--- config.mk ---
export PLATFORM = sky130hd
export DESIGN_NAME = axi4_lite_fanout_rd
export DESIGN_NICKNAME = d
export VERILOG_FILES = /design/src/rtl/axi4_lite_fanout_pkg.sv /design/src/rtl/axi4_lite_outstanding_cnt.sv /design/src/rtl/axi4_lite_fanout_rd.sv
export SDC_FILE = /design/constraint.sdc
export NUM_CORES = 1
export LEC_CHECK = 0
export ABC_AREA = 1
export BUFFER_PORTS_ARGS = -buffer_cell sky130_fd_sc_hd__buf_2
export CELL_PAD_IN_SITES_DETAIL_PLACEMENT = 0
export CELL_PAD_IN_SITES_GLOBAL_PLACEMENT = 1
export CORE_UTILIZATION = 17
export DETAILED_ROUTE_END_ITERATION = 16
export GPL_ROUTABILITY_DRIVEN = 0
export HOLD_SLACK_MARGIN = 0.05
export PLACE_DENSITY_LB_ADDON = 0.08
export SETUP_SLACK_MARGIN = 0.3
export SYNTH_ARGS = -nofsm -noshare
export SYNTH_HDL_FRONTEND = slang
export SYNTH_SLANG_ARGS = --single-unit
--- constraint.sdc ---
create_clock -name aclk -period 6.7 [get_ports aclk]
set_input_delay 1.005 -clock aclk [delete_from_list [all_inputs] [get_ports aclk]]
set_output_delay 1.005 -clock aclk [all_outputs]
set_load 0.005 [all_outputs]
--- src/rtl/axi4_lite_fanout_pkg.sv ---
// Shared types for the AXI4-Lite read/write fanout blocks.
// The routing state is one-hot so the active port can be read straight from the state bits.
package axi4_lite_fanout_pkg;

  typedef enum logic [2:0] {
    IDLE    = 3'b001,
    LO_ADDR = 3'b010,
    HI_ADDR = 3'b100
  } fanout_state_t;

  // Master port index served by a routing state (LO -> 0, HI -> 1).
  function automatic logic state_port(input fanout_state_t s);
    return (s == HI_ADDR);
  endfunction

endpackage

--- src/rtl/axi4_lite_outstanding_cnt.sv ---
// Outstanding-transaction counter for one fanout routing session.
// Increments on request handshake, decrements on response handshake, saturation is left to the caller.
module axi4_lite_outstanding_cnt
  import axi4_lite_fanout_pkg::*;
#(
  parameter int D = 4,
  localparam int CW = $clog2(D + 1)
) (
  input  logic          aclk,
  input  logic          aresetn,
  input  logic          inc,
  input  logic          dec,
  output logic [CW-1:0] count,
  output logic          empty,
  output logic          full
);

  logic [CW-1:0] count_q;
  logic [CW-1:0] count_d;

  always_comb begin
    count_d = count_q;
    if (inc && !dec) begin
      count_d = count_q + CW'(1);
    end else if (dec && !inc) begin
      count_d = count_q - CW'(1);
    end
  end

  always_ff @(posedge aclk or negedge aresetn) begin
    if (!aresetn) begin
      count_q <= '0;
    end else begin
      count_q <= count_d;
    end
  end

  assign count = count_q;
  assign empty = (count_q == '0);
  assign full  = (count_q == CW'(D));

endmodule

--- src/rtl/axi4_lite_fanout_rd.sv ---
// AXI4-Lite read fanout: one slave read port routed to two masters by an address boundary M.
// Only one master is served at a time so R beats stay in AR order; the port switches only when nothing is outstanding.
module axi4_lite_fanout_rd
  import axi4_lite_fanout_pkg::*;
#(
  parameter int          A = 32,
  parameter int          N = 4,
  parameter logic [A-1:0] M = 'h1000,
  parameter int          I = 1,
  parameter int          D = 4
) (
  input  logic                  aclk,
  input  logic                  aresetn,
  // slave port
  input  logic                  s_arvalid,
  output logic                  s_arready,
  input  logic [A-1:0]          s_araddr,
  input  logic [2:0]            s_arprot,
  input  logic [I-1:0]          s_arid,
  output logic                  s_rvalid,
  input  logic                  s_rready,
  output logic [8*N-1:0]        s_rdata,
  output logic [1:0]            s_rresp,
  output logic [I-1:0]          s_rid,
  output logic                  s_awready,
  output logic                  s_wready,
  output logic                  s_bvalid,
  // master ports
  output logic [1:0]            m_arvalid,
  input  logic [1:0]            m_arready,
  output logic [1:0][A-1:0]     m_araddr,
  output logic [1:0][2:0]       m_arprot,
  output logic [1:0][I-1:0]     m_arid,
  input  logic [1:0]            m_rvalid,
  output logic [1:0]            m_rready,
  input  logic [1:0][8*N-1:0]   m_rdata,
  input  logic [1:0][1:0]       m_rresp,
  input  logic [1:0][I-1:0]     m_rid,
  output logic [1:0]            m_awvalid,
  output logic [1:0]            m_wvalid,
  output logic [1:0]            m_bready
);

  localparam int CW = $clog2(D + 1);

  fanout_state_t state_q;
  fanout_state_t state_d;

  logic          addr_hi;
  logic          active;
  logic          port;
  logic          tgt_ok;
  logic          cnt_empty;
  logic          cnt_full;
  logic [CW-1:0] cnt_count_unused;

  assign addr_hi = (s_araddr >= M);
  assign active  = (state_q == LO_ADDR) || (state_q == HI_ADDR);
  assign port    = state_port(state_q);
  assign tgt_ok  = active && s_arvalid && (addr_hi == port);

  axi4_lite_outstanding_cnt #(.D(D)) u_cnt (
    .aclk    (aclk),
    .aresetn (aresetn),
    .inc     (s_arvalid && s_arready),
    .dec     (s_rvalid && s_rready),
    .count   (cnt_count_unused),
    .empty   (cnt_empty),
    .full    (cnt_full)
  );

  // A session ends once drained and the next read (if any) belongs to the other port.
  always_comb begin
    state_d = state_q;
    case (state_q)
      IDLE: begin
        if (s_arvalid) begin
          state_d = addr_hi ? HI_ADDR : LO_ADDR;
        end
      end
      LO_ADDR, HI_ADDR: begin
        if (cnt_empty && !tgt_ok) begin
          state_d = IDLE;
        end
      end
      default: state_d = IDLE;
    endcase
  end

  always_ff @(posedge aclk or negedge aresetn) begin
    if (!aresetn) begin
      state_q <= IDLE;
    end else begin
      state_q <= state_d;
    end
  end

  always_comb begin
    m_arvalid = '0;
    m_rready  = '0;
    s_arready = 1'b0;
    s_rvalid  = 1'b0;
    s_rdata   = m_rdata[port];
    s_rresp   = m_rresp[port];
    s_rid     = m_rid[port];
    if (active) begin
      m_arvalid[port] = tgt_ok && !cnt_full;
      s_arready       = m_arready[port] && tgt_ok && !cnt_full;
      s_rvalid        = m_rvalid[port];
      m_rready[port]  = s_rready;
    end
  end

  assign m_araddr  = {s_araddr, s_araddr};
  assign m_arprot  = {s_arprot, s_arprot};
  assign m_arid    = {s_arid, s_arid};

  // Write channels are unused on this read-only fanout.
  assign s_awready = 1'b0;
  assign s_wready  = 1'b0;
  assign s_bvalid  = 1'b0;
  assign m_awvalid = 2'b00;
  assign m_wvalid  = 2'b00;
  assign m_bready  = 2'b11;

endmodule

==> impl_table.tex, run 1 <==
\begin{tabular}{lr}
\hline
Metric & Value \\
\hline
\multicolumn{2}{l}{\textbf{CTS}} \\
\quad Clock tree from TritonCTS & built \\
\quad Number of buffers inserted during clock tree synthesis & 3 \\
\quad Number of clock sinks & 6 \\
\quad Clock latency at the later pin of the worst-skew pair & 0.22 ns \\
\quad Clock tree root buffer cell & clkbuf\_8 \\
\quad Post-CTS Setup Inserts & 0 \\
\quad Number of gates resized after CTS & 0 \\
\quad Cts hold-fix bufs & 0 \\
\quad Clock Path Buffers & 2 \\
\quad Worst-path clk slew & 0.03 ns \\
\quad H-tree levels & 1 \\
\multicolumn{2}{l}{\textbf{Logic synthesis}} \\
\quad Average size of a mapped cell & 5.62 µm² \\
\quad Library cell occupying the most area in the post-synthesis netlist & buf\_4 \\
\quad Async set-reset flop share out of synthesis & 100\% \\
\quad Portion of netlist area occupied by mux cells & 0.726\% \\
\quad Syn Inst Count & 276 \\
\quad Synth Area in Adders & 2.10\% \\
\quad Sequential element share of the synthesized area & 9.76\% \\
\quad Post-synthesis xor/xnor area fraction & 1.13\% \\
\quad Main combinational cell family by area after synthesis & buffers and inverters \\
\quad Synth Cell Area & 0.00155 mm² \\
\quad Number of warnings printed during yosys synthesis & 0 \\
\quad Dominant cells by area after synthesis & buf\_4 39\%, nand2\_1 30\%, dfrtp\_1 8.1\%, nor2\_1 5.1\%, inv\_1 2.4\% \\
\quad Synth Area in Compound Gates & 1.61\% \\
\quad Predominant post-synthesis flop cell & dfrtp\_1 \\
\quad Yosys top cell area share & 39.2\% \\
\quad Number of enable flip-flop cells after synthesis & 0 \\
\quad Simple-gate share of the synthesized area & 40.2\% \\
\quad Post-synth top cells & 125 x nand2\_1, 81 x buf\_4, 21 x nor2\_1, 10 x inv\_1 \\
\quad Number of different library cells in the post-synthesis netlist & 26 \\
\quad Synth Register Bits & 6 \\
\quad Cell with the most instances after synthesis & nand2\_1 \\
\multicolumn{2}{l}{\textbf{Floorplan}} \\
\quad Ports & 236 \\
\quad Full die area & 0.00951 mm² \\
\quad Die Height & 97.5 µm \\
\quad Placement row count & 34 \\
\quad Area inside the core boundary & 0.00876 mm² \\
\quad Die width & 97.5 µm \\
\quad Initial core utilization & 17.7\% \\
\multicolumn{2}{l}{\textbf{Setup path}} \\
\quad Startpoint class of the critical path & primary input \\
\quad Worst Setup End Kind & primary output \\
\quad CP Max Fanout & 3 \\
\quad Kind of critical path & in2out \\
\quad Cell breakdown of the critical path & buf\_2, nor2\_1, nand2\_1, nor2\_1, nand3\_1, nand2\_1, nand3\_1, nor2\_1, o21ai\_1, nor2\_1, buf\_2 \\
\quad Endpoint arrival time on the critical path & 2.32 ns \\
\quad Worst stage delay on the critical path & 0.18 ns \\
\quad Required time at the endpoint of the critical path & 5.69 ns \\
\quad Slowest library cell on the worst path & nor2\_1 \\
\quad Most frequent CP cell & nor2\_1 \\
\multicolumn{2}{l}{\textbf{Routing}} \\
\quad Initial DRT Pass Iterations & 3 \\
\quad Via count & 1,788 \\
\quad Count of nets left with antenna violations after detail routing & 0 \\
\quad Per-cell routed wire length & 11.1 µm \\
\quad Iter 0 DRT Violations & 15 \\
\quad Vias per inst & 3.69 \\
\quad Wire length after detailed routing & 5370 µm \\
\quad Drc violations & 0 \\
\multicolumn{2}{l}{\textbf{STA}} \\
\quad Relative max-transition margin & 53.5\% \\
\quad Final Hold Violating Endpoints & 0 \\
\quad Worst clock skew & 0.00804 ns \\
\quad Crit path time final & 3.32 ns \\
\quad \# setup viols final & 0 \\
\quad Setup TNS & 0 ns \\
\quad Slew Limit Fails & 0 \\
\quad Final period util & 49.6\% \\
\quad Unrepaired setup endpoints after global routing & no \\
\quad Achievable frequency & 0.301 GHz \\
\quad Transition time of the tightest slew-check pin & 0.697 ns \\
\multicolumn{2}{l}{\textbf{Placed design}} \\
\quad Port Buf Inserts & 178 \\
\quad Detailed placement HPWL & 4510 µm \\
\multicolumn{2}{l}{\textbf{Final layout}} \\
\quad Share of layout cells above drive strength 1 & 49.9\% \\
\quad Final-stage net count & 494 \\
\quad Filler Cell Count & 1,046 \\
\quad Area growth from synthesis to layout & 29.9\% \\
\quad Antenna diode instance count & 0 \\
\multicolumn{2}{l}{\textbf{Pwr}} \\
\quad Max IR drop VDD & 0.0000734 V \\
\quad Reported leakage power & 0.00133 µW \\
\quad Pwr Total & 438 µW \\
\quad Pwr per Cell Area & 217 mW/mm² \\
\quad Register share of total power & 15.4\% \\
\quad Net Sw Power & 211 µW \\
\quad Switching share of power & 48.3\% \\
\quad Relative contribution of combinational cells to total power & 71.7\% \\
\quad Internal power & 227 µW \\
\quad Share of power burned in the clock network & 12.9\% \\
\multicolumn{2}{l}{\textbf{Outcome}} \\
\quad Status & complete, no violations \\
\multicolumn{2}{l}{\textbf{Worst hold path}} \\
\quad Hold Path Class & reg2reg \\
\multicolumn{2}{l}{\textbf{Global routing}} \\
\quad Largest net degree at the start of global routing & 41 \\
\quad Total congestion overflow after global routing & 0 \\
\quad All-layer global routing usage & 10.3\% \\
\quad Global-route wire length before repair & 7860 µm \\
\quad Antenna violations before repair & 0 \\
\quad Vias in the first global route & 1,635 \\
\multicolumn{2}{l}{\textbf{Run}} \\
\quad Max-Cap Viols & 0 \\
\hline
\end{tabular}
## path summary, 6_finish.rpt
path | from | to | slack, ns | cells after the start
max | s_araddr[26] | s_arready | 3.38 | 11
min | state_q[2] | state_q[2] | 0.52 | 2
max reg2reg | state_q[1] | u_cnt.count[2] | 3.76 | 15
min reg2reg | state_q[2] | state_q[2] | 0.52 | 2
max in group asynchronous | aresetn | state_q[0] | 5.87 | 1
min in group asynchronous | aresetn | u_cnt.count[0] | 0.60 | 1
## power by group through the flow
| stage | registers [µW] | clock network (µW) | logic, µW |
|---|---|---|---|
| after floorplan | 65.2 | 0 | 212 |
| after global placement | 68.8 | 0 | 330 |
| after detailed placement | 67.7 | 0 | 323 |
| after CTS | 67.7 | 58.6 | 325 |
| after global routing | 71.3 | 60.9 | 363 |
| final | 67.6 | 56.5 | 314 |
## critical path, delay by kind of cell
family          cells  cell delay (ns)
compound gates      1             0.11
simple gates        8             0.98
buf+inv             2             0.23
## metal layers
metal	global-route usage [%]	vias to the layer above	wire length, µm
met1	9.87	725	1900
met2	21.4	106	2900
met3	2.52	16	483
met4	2.60	0	93
met5	0	-	0
li1	-	941	-
## sequential cells by signal, indices dropped and copies added, names as in the netlist
register,cells
u_cnt.count,3
state_q,3
## layout make-up
type / count / area (µm²) / area share, %
Multi-Input combinational cell: 177 / 744 / 36.9
Tap cell: 108 / 135 / 6.70
Inverter: 11 / 41.3 / 2.05
Timing Repair Buffer: 179 / 898 / 44.6
Sequential cell: 6 / 151 / 7.51
Clock buffer: 4 / 45.0 / 2.23
## cell usage in the layout (no fill, tap or decap), types with 2 or more instances in the layout
| master | instances |
|---|---|
| a21oi_1 | 2 |
| nand2_1 | 125 |
| nor2_1 | 21 |
| nand3_1 | 5 |
| nor3_1 | 2 |
| clkbuf_8 | 3 |
| buf_2 | 178 |
| dfrtp_1 | 5 |
| inv_1 | 10 |
| o21ai_0 | 2 |
| conb_1 | 9 |
## metrics by stage
step / worst slack (ns) / hold WS [ns] / cell area (µm²) / std cells / utilization, %
2_1_floorplan: 3.82 / 0.464 / 1580 / 283 / -
3_3_place_gp: 3.37 / 0.527 / 1970 / 481 / 22.5
3_5_place_dp: 3.35 / 0.517 / 1970 / 481 / 22.5
4_1_cts: 3.35 / 0.525 / 2020 / 485 / 23.0
5_1_grt: 3.16 / 0.573 / 2020 / 485 / 23.0
6_report: 3.38 / 0.520 / 2020 / 485 / 23.0
## cell families (layout without fill, tap and decap cells)
group / after synthesis / count (layout)
adder cells (fa/ha/maj): 2 / 2
AO/OA/AOI/OAI: 5 / 5
other: 2 / 9
flip-flops: 6 / 6
XOR/XNOR: 2 / 2
multiplexers: 1 / 1
AND/OR/NAND/NOR: 158 / 158
buffers and inverters: 100 / 194
Note: power is estimated with default switching activity, not from simulation.
==> run 2: changes to the inputs <==
Settings changed: CORE_UTILIZATION 17 to 15.
Clock period 6.7 ns to 2.76 ns, I/O delays scaled along.
==> run 2 against run 1 <==
  * Clock power up 140%
  * Non-clock buffer count up 9
  * Largest power group unchanged
  * Worst hold slack better by 0.019 ns
  * Core utilization down 1.2 points
  * Via count up 2.6%
  * Die area up 13%
  * Sequential cell count unchanged
  * Critical path depth down 1
  * Setup slack worse by 3.0 ns
==> impl_table.tex, run 2 (synthesized netlist as in run 1, its figures left out) <==
\begin{tabular}{lr}
\hline
Metric & Value \\
\hline
\multicolumn{2}{l}{\textbf{Outcome}} \\
\quad Status & complete, no violations \\
\multicolumn{2}{l}{\textbf{STA}} \\
\quad \# setup viols final & 0 (unchanged) \\
\quad Achievable frequency & 0.425 GHz \\
\quad Final period util & 85.2\% \\
\quad Unrepaired setup endpoints after global routing & yes \\
\quad Crit path time final & 2.35 ns \\
\quad Slew Limit Fails & 0 (unchanged) \\
\quad Setup TNS & 0 ns (unchanged) \\
\quad Worst clock skew & 0.00363 ns (-0.00441 ns) \\
\quad Final Hold Violating Endpoints & 0 (unchanged) \\
\multicolumn{2}{l}{\textbf{Global routing}} \\
\quad Vias in the first global route & 1,710 (+4.6\%) \\
\quad Antenna violations before repair & 0 (unchanged) \\
\quad All-layer global routing usage & 9.39\% (-0.94 points) \\
\quad Global-route wire length before repair & 8180 µm (+4.1\%) \\
\quad Largest net degree at the start of global routing & 39 (-4.9\%) \\
\quad Total congestion overflow after global routing & 0 (unchanged) \\
\multicolumn{2}{l}{\textbf{Pwr}} \\
\quad Share of power burned in the clock network & 11.9\% (-1.0 points) \\
\quad Net Sw Power & 542 µW (+160\%) \\
\quad Switching share of power & 47.0\% (-1.3 points) \\
\quad Max IR drop VDD & 0.000230 V (+210\%) \\
\quad Register share of total power & 14.2\% (-1.2 points) \\
\quad Internal power & 611 µW (+170\%) \\
\quad Relative contribution of combinational cells to total power & 73.9\% (+2.2 points) \\
\quad Reported leakage power & 0.00137 µW (+3.5\%) \\
\quad Pwr Total & 1150 µW (+160\%) \\
\quad Pwr per Cell Area & 534 mW/mm² (+150\%) \\
\multicolumn{2}{l}{\textbf{CTS}} \\
\quad Worst-path clk slew & 0.04 ns (about the same) \\
\quad Number of clock sinks & 6 (unchanged) \\
\quad H-tree levels & 1 (unchanged) \\
\quad Clock tree from TritonCTS & built \\
\quad Clock tree root buffer cell & clkbuf\_8 \\
\quad Clock Path Buffers & 2 (unchanged) \\
\quad Number of buffers inserted during clock tree synthesis & 3 (unchanged) \\
\quad Clock latency at the later pin of the worst-skew pair & 0.22 ns (about the same) \\
\multicolumn{2}{l}{\textbf{Placed design}} \\
\quad Detailed placement HPWL & 4510 µm (about the same) \\
\quad Port Buf Inserts & 178 (unchanged) \\
\multicolumn{2}{l}{\textbf{Routing}} \\
\quad Count of nets left with antenna violations after detail routing & 0 (unchanged) \\
\quad Vias per inst & 3.53 (-4.1\%) \\
\quad Initial DRT Pass Iterations & 4 (+1) \\
\quad Drc violations & 0 (unchanged) \\
\quad Wire length after detailed routing & 5320 µm (-0.99\%) \\
\quad Via count & 1,834 (+2.6\%) \\
\quad Iter 0 DRT Violations & 49 (+34) \\
\quad Per-cell routed wire length & 10.3 µm (-7.5\%) \\
\multicolumn{2}{l}{\textbf{Worst hold path}} \\
\quad Hold\_sp & u\_cnt.count[0] \\
\quad Cells on Worst Hold Path & 1 (-1) \\
\quad Hold Path Class & reg2reg \\
\quad Endpoint of the worst hold path & u\_cnt.count[0] \\
\multicolumn{2}{l}{\textbf{Floorplan}} \\
\quad Ports & 236 (unchanged) \\
\quad Placement row count & 36 (+5.9\%) \\
\quad Full die area & 0.0108 mm² (+13\%) \\
\quad Die Height & 104 µm (+6.3\%) \\
\quad Initial core utilization & 15.7\% (-2.0 points) \\
\quad Area inside the core boundary & 0.00991 mm² (+13\%) \\
\quad Die width & 104 µm (+6.3\%) \\
\multicolumn{2}{l}{\textbf{Setup path}} \\
\quad Required time at the endpoint of the critical path & 2.86 ns (-2.83 ns) \\
\quad FF-to-FF path depth & 10 (-5) \\
\quad Timing startpoint of the critical path & state\_q[0] \\
\quad R2r setup slk & 0.41 ns (-3.35 ns) \\
\quad R2R Path Start & state\_q[0] \\
\quad Kind of critical path & reg2reg \\
\quad Startpoint class of the critical path & register \\
\quad CP Max Fanout & 38 (+35) \\
\quad FF-to-FF End & u\_cnt.count[1] \\
\quad Worst Setup End Kind & register \\
\quad Endpoint arrival time on the critical path & 2.46 ns (+0.14 ns) \\
\multicolumn{2}{l}{\textbf{Final layout}} \\
\quad Share of layout cells above drive strength 1 & 53.4\% (+3.5 points) \\
\quad Area growth from synthesis to layout & 39.1\% \\
\quad Final-stage net count & 503 (+1.8\%) \\
\quad Commonest cells after routing, fill and taps aside & 178 x buf\_2, 125 x nand2\_1, 18 x nor2\_1 \\
\quad Sequential Area & 151 µm² (unchanged) \\
\quad Filler Cell Count & 1,191 (+14\%) \\
\quad Area of the multi-input gates & 771 µm² (+3.5\%) \\
\quad Antenna diode instance count & 0 (unchanged) \\
\quad Most frequent standard cell in the layout excluding fill and tap cells & buf\_2 \\
\multicolumn{2}{l}{\textbf{Run}} \\
\quad Max-Cap Viols & 0 (unchanged) \\
\hline
\end{tabular}
## run 2: cell count changes in the layout (fill, tap and decap cells not counted), moves of 2 or more
cell    previous run  this run
buf_8              0         2
buf_4              1         7
inv_1             10         7
nor2_1            21        18
nor2_2             0         2
inv_2              1         4
## run 2: power by group through the flow
| stage | Sequential (µW) | Clock (µW) | Combinational (µW) |
|---|---|---|---|
| floorplan | 158 | 0 | 515 |
| global placement | 168 | 0 | 836 |
| detailed placement | 166 | 0 | 819 |
| CTS | 167 | 143 | 849 |
| global route | 173 | 152 | 981 |
| finish | 164 | 137 | 852 |
## run 2: area by class of cell
class	instances	area share, %
clock buffers	4	2.09
multi-input cells	177	35.7
repair buffers	188	45.6
inverters	11	1.91
flip-flops and latches	6	7.01
well taps	133	7.71
## run 2: worst max path at each step
stage                          end  slack (ns)
finish              u_cnt.count[1]        0.41
global route        u_cnt.count[1]        0.24
CTS                 u_cnt.count[2]        0.27
detailed placement  u_cnt.count[2]        0.06
global placement    u_cnt.count[2]         0.1
floorplan           u_cnt.count[2]        0.41
## run 2: metal layers
metal | routed length (µm) | GRT usage [%] | up-vias
li1 | - | - | 955
met1 | 1830 | 8.69 | 770
met4 | 40 | 1.33 | 0
met3 | 462 | 2.71 | 12
met5 | 0 | 0 | -
met2 | 2990 | 20.1 | 97
## run 2: repair_timing
item | CTS | global route
hold buffers | 1 | 0
gates cloned | 0 | 0
endpoints found under the hold margin | 5 | 0
endpoints found under the setup margin | 2 | 2
pin swaps | 4 | 7
gates resized for setup | 6 | 10
buffers inserted | 1 | 3
## run 2: critical path, cell delays in order (launching register included)
cell and delay (ns):
dfstp_2 0.55, nor3_4 0.05, inv_2 0.09, buf_8 0.25, nand2_1 0.08, a21oi_1 0.19, nand2_1 0.08, ha_2 0.19
inv_2 0.08, fa_2 0.43, mux2_2 0.26
## run 2: stage by stage
stage	hold slack, ns	cells	util (%)	setup slack (ns)	area [µm²]
finish	0.539	519	21.8	0.407	2160
global route	0.557	519	21.8	0.244	2160
detailed placement	0.247	510	20.5	0.0587	2030
global placement	0.245	510	20.5	0.0962	2030
floorplan	0.118	283	-	0.411	1580
CTS	0.525	516	21.2	0.271	2100
==> run 3: changes to the inputs <==
Settings changed: ABC_AREA 1 to default, CORE_UTILIZATION 15 to 16, REMOVE_ABC_BUFFERS from default to 1, SLEW_MARGIN from default to 40.
==> run 3 against run 2 <==
  * Fmax shrank 6.3%
  * Cell count shrank 19%
  * Via count shrank 13%
  * Total power shrank 20%
  * Largest power group unchanged
  * Critical endpoint is now u_cnt.count[2]
  * Non-clock buffer count grew 1
  * First-iteration DRC count shrank 71%
  * Clock power grew 4%
  * Routed wire length grew 19%
==> impl_table.tex, run 3 <==
\begin{tabular}{lr}
\hline
Metric & Value \\
\hline
\multicolumn{2}{l}{\textbf{Logic synthesis}} \\
\quad Library cell occupying the most area in the post-synthesis netlist & buf\_4 \\
\quad Cell with the most instances after synthesis & buf\_4 \\
\quad Synth Register Bits & 6 (unchanged) \\
\quad Async set-reset flop share out of synthesis & 100\% (unchanged) \\
\quad Yosys top cell area share & 39.1\% (-0.095 points) \\
\quad Dominant cells by area after synthesis & buf\_4 39\%, mux2\_2 26\%, dfrtp\_1 8.0\%, nand3b\_1 1.9\%, dfstp\_2 1.7\% \\
\quad Syn Inst Count & 179 (-35\%) \\
\quad Number of warnings printed during yosys synthesis & 0 (unchanged) \\
\quad Average size of a mapped cell & 8.69 µm² (+55\%) \\
\quad Predominant post-synthesis flop cell & dfrtp\_1 \\
\quad Synth Cell Area & 0.00156 mm² (+0.24\%) \\
\quad Sequential element share of the synthesized area & 9.73\% (-0.024 points) \\
\quad Number of enable flip-flop cells after synthesis & 0 (unchanged) \\
\quad Number of different library cells in the post-synthesis netlist & 35 (+35\%) \\
\quad Post-synth top cells & 81 x buf\_4, 36 x mux2\_2, 5 x dfrtp\_1, 5 x nor3\_1 \\
\multicolumn{2}{l}{\textbf{STA}} \\
\quad Unrepaired setup endpoints after global routing & yes \\
\quad \# setup viols final & 0 (unchanged) \\
\quad Slew Limit Fails & 0 (unchanged) \\
\quad Final Hold Violating Endpoints & 0 (unchanged) \\
\quad Crit path time final & 2.51 ns (+0.158 ns) \\
\quad Worst clock skew & 0.00337 ns (-0.000266 ns) \\
\quad Final period util & 91.0\% (+5.7 points) \\
\quad Crit path setup slack, layout & 0.250 ns (-0.158 ns) \\
\quad Achievable frequency & 0.398 GHz (-6.3\%) \\
\multicolumn{2}{l}{\textbf{Pwr}} \\
\quad Max IR drop VDD & 0.000181 V (-21\%) \\
\quad Pwr per Cell Area & 425 mW/mm² (-20\%) \\
\quad Reported leakage power & 0.00114 µW (-17\%) \\
\quad Switching share of power & 38.7\% (-8.3 points) \\
\quad Net Sw Power & 355 µW (-35\%) \\
\quad Share of power burned in the clock network & 15.6\% (+3.7 points) \\
\quad Internal power & 563 µW (-7.9\%) \\
\quad Relative contribution of combinational cells to total power & 63.9\% (-10 points) \\
\quad Register share of total power & 20.5\% (+6.3 points) \\
\quad Pwr Total & 917 µW (-20\%) \\
\multicolumn{2}{l}{\textbf{Final layout}} \\
\quad Commonest cells after routing, fill and taps aside & 176 x buf\_2, 35 x mux2\_2, 10 x buf\_4 \\
\quad Area growth from synthesis to layout & 38.9\% \\
\quad Filler Cell Count & 1,089 (-8.6\%) \\
\quad Most frequent standard cell in the layout excluding fill and tap cells & buf\_2 \\
\quad Share of layout cells above drive strength 1 & 82.3\% (+29 points) \\
\quad Final-stage net count & 410 (-18\%) \\
\quad Antenna diode instance count & 0 (unchanged) \\
\multicolumn{2}{l}{\textbf{CTS}} \\
\quad Clock latency at the later pin of the worst-skew pair & 0.23 ns (about the same) \\
\quad Number of buffers inserted during clock tree synthesis & 3 (unchanged) \\
\quad H-tree levels & 1 (unchanged) \\
\quad Worst-path clk slew & 0.04 ns (about the same) \\
\quad Clock tree root buffer cell & clkbuf\_8 \\
\quad Clock tree from TritonCTS & built \\
\quad Clock Path Buffers & 2 (unchanged) \\
\quad Number of clock sinks & 6 (unchanged) \\
\multicolumn{2}{l}{\textbf{Setup path}} \\
\quad Cell family with most CP delay & simple AND/OR/NAND/NOR gates \\
\quad Endpoint arrival time on the critical path & 2.66 ns (+0.20 ns) \\
\quad Most frequent CP cell & xor2\_1 \\
\quad Required time at the endpoint of the critical path & 2.91 ns (+0.05 ns) \\
\quad Slowest library cell on the worst path & or4\_4 \\
\quad Bufs and invs on worst path & 2 (-1) \\
\quad Kind of critical path & in2reg \\
\quad Cell breakdown of the critical path & buf\_6, or4\_4, nor2\_4, and2\_4, nand3b\_4, a221oi\_2, ha\_2, inv\_2, fa\_2, xor2\_1, nor2\_1, xor2\_1 \\
\quad Worst Setup End Kind & register \\
\quad Startpoint class of the critical path & primary input \\
\quad CP Max Fanout & 2 (-95\%) \\
\quad Worst stage delay on the critical path & 0.55 ns (about the same) \\
\multicolumn{2}{l}{\textbf{Global routing}} \\
\quad Largest net degree at the start of global routing & 20 (-49\%) \\
\quad All-layer global routing usage & 11.8\% (+2.4 points) \\
\quad Vias in the first global route & 1,507 (-12\%) \\
\quad Total congestion overflow after global routing & 0 (unchanged) \\
\quad Antenna violations before repair & 0 (unchanged) \\
\quad Global-route wire length before repair & 8780 µm (+7.3\%) \\
\multicolumn{2}{l}{\textbf{Placed design}} \\
\quad Port Buf Inserts & 178 (unchanged) \\
\quad Detailed placement HPWL & 5750 µm (+27\%) \\
\quad Post-placement setup slack & -0.114 ns (-0.173 ns) \\
\multicolumn{2}{l}{\textbf{Floorplan}} \\
\quad Initial core utilization & 16.7\% (+1.0 points) \\
\quad Die Height & 101 µm (-3.0\%) \\
\quad Full die area & 0.0101 mm² (-5.9\%) \\
\quad Ports & 236 (unchanged) \\
\quad Placement row count & 35 (-2.8\%) \\
\quad Die width & 101 µm (-3.0\%) \\
\quad Area inside the core boundary & 0.00933 mm² (-5.9\%) \\
\multicolumn{2}{l}{\textbf{Routing}} \\
\quad Count of nets left with antenna violations after detail routing & 0 (unchanged) \\
\quad Drc violations & 0 (unchanged) \\
\quad Vias per inst & 3.77 (+6.6\%) \\
\quad Per-cell routed wire length & 15.0 µm (+46\%) \\
\quad Wire length after detailed routing & 6320 µm (+19\%) \\
\quad Via count & 1,589 (-13\%) \\
\quad Initial DRT Pass Iterations & 4 (unchanged) \\
\quad Iter 0 DRT Violations & 14 (-71\%) \\
\multicolumn{2}{l}{\textbf{Outcome}} \\
\quad Status & complete, no violations \\
\multicolumn{2}{l}{\textbf{Run}} \\
\quad Max-Cap Viols & 0 (unchanged) \\
\multicolumn{2}{l}{\textbf{Worst hold path}} \\
\quad Hold Path Class & reg2reg \\
\hline
\end{tabular}
## run 3: cell count changes in the layout (fill, tap and decap cells not counted), sizes merged, moves of 3 or more
cell,previous run,this run
inv,11,1
nand3,5,1
nand2,126,4
mux2,1,36
nand3b,0,5
nor2,21,5
nor4,0,4
o21ai,3,0
## run 3: kinds of logic (layout without fill, tap and decap cells)
logic type	after synthesis	in the layout	synth area share, %
and+or+nand+nor	35	35	15.0
AOI/OAI and AO/OA	8	8	3.62
xor gates and xnor gates	3	3	1.69
DFF	6	6	9.73
buffers and inverters	87	194	41.3
adders and majority gates	2	2	2.09
other	2	9	0.483
muxes	36	36	26.1
## run 3: cell type report
type                    count  area, µm²  share of cell area (%)
clock buffers               4       45.0                    2.09
inverters                   1       3.75                   0.174
multi-input cells          93        810                    37.5
flip-flops and latches      6        151                    7.01
well taps                 129        161                    7.47
repair buffers            189        988                    45.8
## run 3: power by group through the flow
stage | Sequential, µW | Clock [µW] | Combinational, µW
2_1_floorplan | 169 | 0 | 305
3_3_place_gp | 193 | 0 | 597
3_5_place_dp | 189 | 0 | 584
4_1_cts | 190 | 149 | 603
5_1_grt | 197 | 156 | 652
6_report | 188 | 143 | 586
## run 3: metal layers
metal	wire length (µm)	part of all wire [%]	global-route usage, %
met1	2230	35	12.3
met2	2810	44	18.1
met3	1190	19	9.78
met4	29	0.46	1.78
met5	58	0.92	5.64
## run 3: timing repair
| action | in CTS | in global routing |
|---|---|---|
| gates resized for setup | 6 | 2 |
| setup endpoints to repair | 2 | 4 |
| endpoints found under the hold margin | 5 | 0 |
| hold buffers | 1 | 0 |
| pin swaps | 6 | 4 |
| setup buffers | 1 | 0 |
## run 3: per-stage QoR
stage / TNS (ns) / cells / utilization, % / hold WS, ns / cell area [µm²]
4_1_cts: 0 / 422 / 23.1 / 0.482 / 2150
2_1_floorplan: -0.813 / 100 / - / 0.118 / 943
3_5_place_dp: -0.158 / 416 / 22.2 / 0.256 / 2070
6_report: 0 / 422 / 23.2 / 0.482 / 2160
3_3_place_gp: -0.0791 / 416 / 22.2 / 0.255 / 2070
5_1_grt: 0 / 422 / 23.2 / 0.519 / 2160
## run 3: final timing paths
path,slack (ns),cells after the start,to,from
setup reg to reg,0.42,10,u_cnt.count[2],state_q[1]
setup / recovery,0.25,12,u_cnt.count[2],s_araddr[25]
min in group asynchronous,0.56,2,u_cnt.count[1],aresetn
hold reg to reg,0.48,1,u_cnt.count[2],u_cnt.count[2]
max in group asynchronous,1.97,2,state_q[0],aresetn
hold / removal,0.48,1,u_cnt.count[2],u_cnt.count[2]
